===== src/rtl/polylut_host_pkg.sv =====
// polylut_pkg: shared defaults for the polylut host and the pointer-width helper.
//   ADDR_W     : input vector / core address width
//   OUT_W      : core result width
//   LAT        : core latency in clock edges (1..8)
//   FIFO_DEPTH : result buffer entries (power of two, >= LAT+1)
package polylut_pkg;

    localparam int unsigned ADDR_W     = 64;
    localparam int unsigned OUT_W      = 20;
    localparam int unsigned LAT        = 2;
    localparam int unsigned FIFO_DEPTH = 4;

    // Ceiling log2; clog2(1) = 0.
    function automatic int unsigned clog2(input int unsigned value);
        int unsigned result;
        result = 0;
        while ((64'd1 << result) < 64'(value)) begin
            result = result + 1;
        end
        return result;
    endfunction

endpackage


===== src/rtl/polylut_host_if.sv =====
// polylut_host_if: bus bundle between the host, its upstream producer,
// its downstream consumer and the polylut core.
//   in_valid/in_ready/in_data    : input vector stream
//   lut_address/lut_m2           : core address out, core result in
//   out_valid/out_ready/out_data : result stream
// Modports: master = host side, slave = environment side.
interface polylut_host_if #(
    parameter int unsigned ADDR_W = polylut_pkg::ADDR_W,
    parameter int unsigned OUT_W  = polylut_pkg::OUT_W
) ();

    logic              in_valid;
    logic              in_ready;
    logic [ADDR_W-1:0] in_data;
    logic [ADDR_W-1:0] lut_address;
    logic [OUT_W-1:0]  lut_m2;
    logic              out_valid;
    logic              out_ready;
    logic [OUT_W-1:0]  out_data;

    modport master (
        input  in_valid, in_data, lut_m2, out_ready,
        output in_ready, lut_address, out_valid, out_data
    );

    modport slave (
        output in_valid, in_data, lut_m2, out_ready,
        input  in_ready, lut_address, out_valid, out_data
    );

endinterface


===== src/rtl/polylut_host_fifo.sv =====
// polylut_host_fifo: synchronous result FIFO, head entry visible on rdata_o.
//   clk, rst (async, active-low)
//   push_i/wdata_i : write, ignored when full
//   pop_i          : read, ignored when empty
//   rdata_o        : head entry
//   full_o/empty_o/count_o : occupancy
module polylut_host_fifo
    import polylut_pkg::*;
#(
    parameter int unsigned DEPTH = 4,
    parameter int unsigned WIDTH = 20,
    localparam int unsigned PTR_W = clog2(DEPTH),
    localparam int unsigned CNT_W = PTR_W + 1
) (
    input  logic             clk,
    input  logic             rst,
    input  logic             push_i,
    input  logic             pop_i,
    input  logic [WIDTH-1:0] wdata_i,
    output logic [WIDTH-1:0] rdata_o,
    output logic             full_o,
    output logic             empty_o,
    output logic [CNT_W-1:0] count_o
);

    logic [WIDTH-1:0] mem_q [DEPTH];
    logic [WIDTH-1:0] mem_d [DEPTH];
    logic [PTR_W-1:0] wptr_q, wptr_d;
    logic [PTR_W-1:0] rptr_q, rptr_d;
    logic [CNT_W-1:0] count_q, count_d;
    logic             push_ok_c;
    logic             pop_ok_c;

    assign full_o  = (count_q == CNT_W'(DEPTH));
    assign empty_o = (count_q == '0);
    assign count_o = count_q;
    assign rdata_o = mem_q[rptr_q];

    // Next-state: pointers wrap naturally since DEPTH is a power of two.
    always_comb begin
        push_ok_c = push_i && !full_o;
        pop_ok_c  = pop_i && !empty_o;
        mem_d     = mem_q;
        wptr_d    = wptr_q;
        rptr_d    = rptr_q;
        count_d   = count_q;
        if (push_ok_c) begin
            mem_d[wptr_q] = wdata_i;
            wptr_d        = wptr_q + PTR_W'(1);
        end
        if (pop_ok_c) begin
            rptr_d = rptr_q + PTR_W'(1);
        end
        case ({push_ok_c, pop_ok_c})
            2'b10:   count_d = count_q + CNT_W'(1);
            2'b01:   count_d = count_q - CNT_W'(1);
            default: count_d = count_q;
        endcase
    end

    always_ff @(posedge clk or negedge rst) begin
        if (!rst) begin
            for (int i = 0; i < int'(DEPTH); i++) begin
                mem_q[i] <= '0;
            end
            wptr_q  <= '0;
            rptr_q  <= '0;
            count_q <= '0;
        end else begin
            mem_q   <= mem_d;
            wptr_q  <= wptr_d;
            rptr_q  <= rptr_d;
            count_q <= count_d;
        end
    end

endmodule


===== src/rtl/polylut_host.sv =====
// polylut_host: host-side driver for the polylut inference core.
// Issues input vectors onto the core address bus, tracks them through the
// core's fixed latency with a valid pipe, buffers results in a FIFO and
// returns them in order. Credits (buffer slots not yet claimed by a buffered
// or in-flight result) gate in_ready so no result is ever dropped.
//   clk, rst (async, active-low)
//   bus.master : in_* stream, lut_address/lut_m2 core link, out_* stream
//   busy       : any lookup in flight or result buffered
// Optional build macro POLYLUT_HOST_PERF_EN adds saturating counters
//   perf_accepted (accepted vectors) and perf_stall (valid but blocked).
module polylut_host #(
    parameter int unsigned ADDR_W     = polylut_pkg::ADDR_W,
    parameter int unsigned OUT_W      = polylut_pkg::OUT_W,
    parameter int unsigned LAT        = polylut_pkg::LAT,
    parameter int unsigned FIFO_DEPTH = polylut_pkg::FIFO_DEPTH
) (
    input  logic           clk,
    input  logic           rst,
    polylut_host_if.master bus,
    output logic           busy
`ifdef POLYLUT_HOST_PERF_EN
    ,
    output logic [31:0]    perf_accepted,
    output logic [31:0]    perf_stall
`endif
);

    import polylut_pkg::*;

    localparam int unsigned CNT_W  = clog2(FIFO_DEPTH) + 1;
    localparam int unsigned INF_W  = clog2(LAT + 1);
    localparam int unsigned USED_W = clog2(FIFO_DEPTH + LAT + 1);

    logic [LAT-1:0]    pipe_q, pipe_d;
    logic [ADDR_W-1:0] lut_address_q, lut_address_d;
    logic [INF_W-1:0]  inflight_c;
    logic [USED_W-1:0] used_c;
    logic              in_ready_c;
    logic              issue_c;
    logic              push_c;
    logic              pop_c;
    logic              fifo_full;
    logic              fifo_empty;
    logic [CNT_W-1:0]  fifo_count;
    logic [OUT_W-1:0]  fifo_rdata;

    // Credits and issue: in_ready depends on registered state only.
    always_comb begin
        inflight_c = '0;
        for (int k = 0; k < int'(LAT); k++) begin
            inflight_c = inflight_c + INF_W'(pipe_q[k]);
        end
        used_c        = USED_W'(fifo_count) + USED_W'(inflight_c);
        in_ready_c    = (used_c < USED_W'(FIFO_DEPTH));
        issue_c       = bus.in_valid && in_ready_c;
        lut_address_d = lut_address_q;
        if (issue_c) begin
            lut_address_d = bus.in_data;
        end
        pipe_d    = '0;
        pipe_d[0] = issue_c;
        for (int k = 1; k < int'(LAT); k++) begin
            pipe_d[k] = pipe_q[k-1];
        end
        // The last pipe stage lines up with the core result for that vector.
        push_c = pipe_q[LAT-1];
        pop_c  = bus.out_ready && !fifo_empty;
    end

    always_ff @(posedge clk or negedge rst) begin
        if (!rst) begin
            pipe_q        <= '0;
            lut_address_q <= '0;
        end else begin
            pipe_q        <= pipe_d;
            lut_address_q <= lut_address_d;
        end
    end

    polylut_host_fifo #(
        .DEPTH (FIFO_DEPTH),
        .WIDTH (OUT_W)
    ) u_fifo (
        .clk     (clk),
        .rst     (rst),
        .push_i  (push_c),
        .pop_i   (pop_c),
        .wdata_i (bus.lut_m2),
        .rdata_o (fifo_rdata),
        .full_o  (fifo_full),
        .empty_o (fifo_empty),
        .count_o (fifo_count)
    );

    // Credit accounting makes a push into a full buffer unreachable.
    assert property (@(posedge clk) disable iff (!rst) !(push_c && fifo_full));

    assign bus.in_ready    = in_ready_c;
    assign bus.lut_address = lut_address_q;
    assign bus.out_valid   = !fifo_empty;
    assign bus.out_data    = fifo_rdata;
    assign busy            = (pipe_q != '0) || (fifo_count != '0);

`ifdef POLYLUT_HOST_PERF_EN
    logic [31:0] perf_accepted_q, perf_accepted_d;
    logic [31:0] perf_stall_q, perf_stall_d;

    // Saturating event counters.
    always_comb begin
        perf_accepted_d = perf_accepted_q;
        perf_stall_d    = perf_stall_q;
        if (issue_c && (perf_accepted_q != '1)) begin
            perf_accepted_d = perf_accepted_q + 32'd1;
        end
        if (bus.in_valid && !in_ready_c && (perf_stall_q != '1)) begin
            perf_stall_d = perf_stall_q + 32'd1;
        end
    end

    always_ff @(posedge clk or negedge rst) begin
        if (!rst) begin
            perf_accepted_q <= '0;
            perf_stall_q    <= '0;
        end else begin
            perf_accepted_q <= perf_accepted_d;
            perf_stall_q    <= perf_stall_d;
        end
    end

    assign perf_accepted = perf_accepted_q;
    assign perf_stall    = perf_stall_q;
`endif

endmodule


===== src/flat_wrapper.sv =====
// flat-port wrapper written by rule: the top's interface ports become plain ports
module polylut_host_flat import polylut_pkg::*;
#(
    parameter int unsigned ADDR_W     = polylut_pkg::ADDR_W,
    parameter int unsigned OUT_W      = polylut_pkg::OUT_W,
    parameter int unsigned LAT        = polylut_pkg::LAT,
    parameter int unsigned FIFO_DEPTH = polylut_pkg::FIFO_DEPTH
)
  (clk, rst, busy, bus_in_valid, bus_in_data, bus_lut_m2, bus_out_ready, bus_in_ready, bus_lut_address, bus_out_valid, bus_out_data);
  polylut_host_if #(.ADDR_W(ADDR_W), .OUT_W(OUT_W)) bus_i ();
  input  logic clk;
  input  logic rst;
  output logic busy;
  input wire logic [$bits(bus_i.in_valid)-1:0] bus_in_valid;
  input wire logic [$bits(bus_i.in_data)-1:0] bus_in_data;
  input wire logic [$bits(bus_i.lut_m2)-1:0] bus_lut_m2;
  input wire logic [$bits(bus_i.out_ready)-1:0] bus_out_ready;
  output wire logic [$bits(bus_i.in_ready)-1:0] bus_in_ready;
  output wire logic [$bits(bus_i.lut_address)-1:0] bus_lut_address;
  output wire logic [$bits(bus_i.out_valid)-1:0] bus_out_valid;
  output wire logic [$bits(bus_i.out_data)-1:0] bus_out_data;
  assign bus_i.in_valid = bus_in_valid;
  assign bus_i.in_data = bus_in_data;
  assign bus_i.lut_m2 = bus_lut_m2;
  assign bus_i.out_ready = bus_out_ready;
  assign bus_in_ready = bus_i.in_ready;
  assign bus_lut_address = bus_i.lut_address;
  assign bus_out_valid = bus_i.out_valid;
  assign bus_out_data = bus_i.out_data;
  polylut_host #(.ADDR_W(ADDR_W), .OUT_W(OUT_W), .LAT(LAT), .FIFO_DEPTH(FIFO_DEPTH)) u_core (.clk(clk), .rst(rst), .bus(bus_i), .busy(busy));
endmodule

===== config.mk =====
export PLATFORM = sky130hd
export DESIGN_NAME = polylut_host_flat
export DESIGN_NICKNAME = d
export VERILOG_FILES = /design/src/rtl/polylut_host_pkg.sv /design/src/rtl/polylut_host_if.sv /design/src/rtl/polylut_host_fifo.sv /design/src/rtl/polylut_host.sv /design/src/flat_wrapper.sv
export SDC_FILE = /design/constraint.sdc
export NUM_CORES = 1
export LEC_CHECK = 0
export BUFFER_PORTS_ARGS = -buffer_cell sky130_fd_sc_hd__buf_2
export CAP_MARGIN = 10
export CORE_ASPECT_RATIO = 1.5
export CORE_MARGIN = 5
export CORE_UTILIZATION = 57
export DETAILED_ROUTE_END_ITERATION = 16
export PLACE_DENSITY = 0.86
export SLEW_MARGIN = 5
export SYNTH_ARGS = -nofsm -noshare
export SYNTH_HDL_FRONTEND = slang
export SYNTH_SLANG_ARGS = --single-unit
export TNS_END_PERCENT = 1

===== constraint.sdc =====
create_clock -name clk -period 4.89 [get_ports clk]
set_input_delay 0.2445 -clock clk [delete_from_list [all_inputs] [get_ports clk]]
set_output_delay 0.2445 -clock clk [all_outputs]
set_load 0.03 [all_outputs]

==> flow_summary_export.csv <==
group,metric,value,unit
clock_network,cts_resized,0,
yosys,syn_area,0.00652,mm^2
yosys,yosysWarnings,0,
worst_setup_path,end_kind,"flip-flop",
final_layout,layout-drive-gt1-share,0.663,
run_status,status,"complete, no violations",
final_layout,antenna_cells,0,
drt,first_iter_violations,101,
placement,post-place-ws,2.51,ns
power,pwr-share-comb,0.461,
worst_setup_path,cp_max_fo,20,
yosys,synth_top_cell_by_area,"dfrtp_1",
clock_network,clock_sinks,153,
drt,firstDrtPassIters,4,
sta,setup_viol,0,
global_routing,gr-total-overflow,0,
die,num_io_pins,175,
global_routing,antenna_found_initial,0,
placement,dp_cells,679,
worst_setup_path,cp.required,5.17,ns
die,die-area,0.0137,mm^2
power,power.internal,0.00434,W
final_layout,final_nets,647,
clock_network,root_buffer,"clkbuf_16",
worst_setup_path,max_stage_delay,0.85,ns
sta,worst_slew_pin_slew,1.22,ns
yosys,ys_types,24,
die,die_width,97.3,um
die,die_h,141,um
die,rows,47,
final_layout,final_cells,710,
yosys,synth_cells,376,
clock_network,hold_buffers,1,
yosys,yosysMostFrequentCell,"dfrtp_1",
clock_network,cts_max_path_buffers,2,
yosys,synth_commonest_cells,"153 x dfrtp_1, 96 x mux2_2, 49 x mux2_4",
worst_setup_path,arrival,2.65,ns
global_routing,grt_pass1_vias,4518,
power,power_density,859,mW/mm^2
yosys,syn_area_per_cell,17.3,um^2
global_routing,grt_max_degree,107,
placement,gp_congestion,0.728,
yosys,synth_flop_cell,"dfrtp_1",
yosys,async_flop_share,1.00,
clock_network,clk_latency,0.41,ns
drt,vias,3839,
yosys,synth_area_leaders,"dfrtp_1 59%, mux2_2 17%, mux2_4 11%, mux4_2 6.9%, ha_1 1.2%",
yosys,yosysSeqAreaShare,0.587,
worst_setup_path,crit_type,"flip-flop to flip-flop",
worst_setup_path,cp_slowest_cell,"nand3_1",
clock_network,cts_htree_levels,4,
worst_setup_path,cp-start-kind,"flip-flop",
power,switching_share,0.378,
run,drv_cap,0,
worst_setup_path,rrSetupSlack,2.52,ns
clock_network,cts_tree,"yes",
drt,via_per_inst,5.41,
sta,setup_ws,2.52,ns
sta,period_share,0.485,
sta,hold_viol_final,0,
sta,rsz0062_at_grt,"false",
placement,port_buffers,174,
global_routing,track_usage,0.211,
clock_network,cts_buffers,17,
clock_network,path_clk_slew,0.06,ns
power,peakVddDrop,470,uV
global_routing,grt_pass1_wl,22800,um
yosys,synth-seq-cells,153,
sta,fin_skew,0.00545,ns
sta,relSlewSlack,0.182,
placement,dpl.hpwl,9410,um
final_layout,area_delta_synth_final,24.7,%
yosys,synth.top_cell.area_share,0.587,
power,switching_power,0.00264,W
die,start_util,0.587,
hold_path,hold_path.class,"input pin to flip-flop",
yosys,syn_nets,471,
sta,slew_violations,0,
drt,wl_per_cell,19.4,um
power,clkPwrFrac,0.201,
power,p_leak,3.94,nW
sta,period_needed,2.37,ns
sta,fmax,0.422,GHz
drt,wl,13800,um
die,core-area,0.0111,mm^2
yosys,synth_edf_count,0,
worst_setup_path,worstPathCellList,"or3b_2, nand3_1, mux2_2",
drt,ant_nets,0,
power,seqPwrFrac,0.337,
drt,route.detailed.drc,0,
sta,setup_tns,0,ns
clock_network,cts_setup_buffers,0,
cell type report:
type	instances	area [um^2]
repair buffers	177	902
well taps	147	184
clock inverters	7	138
multi-input cells	196	2540
inverters	7	26.3
flip-flops and latches	153	3830
fillers	737	2990
clock buffers	23	508
state kept, by name (all words and copies together) (netlist names):
| register | flops |
|---|---|
| u_core.bus.lut_address | 64 |
| u_core.pipe_q | 2 |
| u_core.u_fifo.count_o | 3 |
| u_core.u_fifo.mem_q | 80 |
| u_core.u_fifo.rptr_q | 2 |
| u_core.u_fifo.wptr_q | 2 |
power groups by stage:
| stage | combinational, W | sequential, W | clock, W |
|---|---|---|---|
| 2_1_floorplan | 0.00199 | 0.00276 | 0 |
| 3_3_place_gp | 0.00316 | 0.00229 | 0 |
| 3_5_place_dp | 0.00327 | 0.00234 | 0 |
| 4_1_cts | 0.00327 | 0.00235 | 0.00143 |
| 5_1_grt | 0.00341 | 0.00244 | 0.00149 |
| 6_report | 0.00322 | 0.00235 | 0.00141 |
stage by stage:
step,util,area (um^2),hold slack [ns],total power (W)
CTS,0.731,8130,0.0463,0.00705
detailed placement,0.672,7470,0.404,0.00561
floorplan,-,6520,-0.0511,0.00474
global route,0.731,8130,0.0453,0.00734
finish,0.731,8130,0.0644,0.00698
global placement,0.672,7470,0.388,0.00545
worst paths after layout:
path                       cells past startpoint                                     end                                 start
max                                            3     u_core.u_fifo.mem_q[79]$_DFFE_PN0P_  u_core.u_fifo.count_o[1]$_DFFE_PN0P_
min                                            2  u_core.bus.lut_address[59]$_DFFE_PN0P_                       bus_in_data[59]
max reg2reg                                    3     u_core.u_fifo.mem_q[79]$_DFFE_PN0P_  u_core.u_fifo.count_o[1]$_DFFE_PN0P_
min reg2reg                                    0              u_core.pipe_q[1]$_DFF_PN0_            u_core.pipe_q[0]$_DFF_PN0_
max in group asynchronous                      3     u_core.u_fifo.mem_q[15]$_DFFE_PN0P_                                   rst
min in group asynchronous                      2     u_core.u_fifo.mem_q[71]$_DFFE_PN0P_                                   rst
metal layers:
metal | GRT usage | vias up | part of all wire
li1 | - | 1712 | -
met1 | 0.243 | 1954 | 0.38
met2 | 0.370 | 147 | 0.53
met3 | 0.0687 | 26 | 0.066
met4 | 0.0744 | 0 | 0.020
met5 | 0 | - | 0
placed cells by master, fill, tap and decap left out:
cell	instances
a21boi_1	1
a21o_1	1
a221o_4	1
a22oi_1	1
and2_1	1
buf_2	173
buf_4	2
buf_6	1
bufinv_16	4
clkbuf_16	17
clkbuf_8	6
clkinv_2	2
clkinvlp_4	1
dfrtp_1	153
dlygate4sd3_1	1
fa_1	1
ha_1	6
inv_1	7
mux2_2	96
mux2_4	49
mux2i_1	1
mux4_2	20
nand2_1	1
nand3_1	6
nor2_1	1
nor2b_1	1
or3_1	2
or3b_2	1
xnor2_1	3
xor2_1	3
cells by family after synthesis:
kind of cell,synth area share
mux,0.349
flops,0.587
buf+inv,0.0248
simple gates,0.0109
fa+ha+maj,0.0146
xor+xnor,0.00806
compound gates,0.00499
critical path: cells and delay by family (launching register included):
kind             cells  cell delay (ns)
AND/OR/NAND/NOR      2             1.39
multiplexers         1             0.43
flip-flops           1             0.42
No activity file was read; power rests on OpenSTA's default activity.
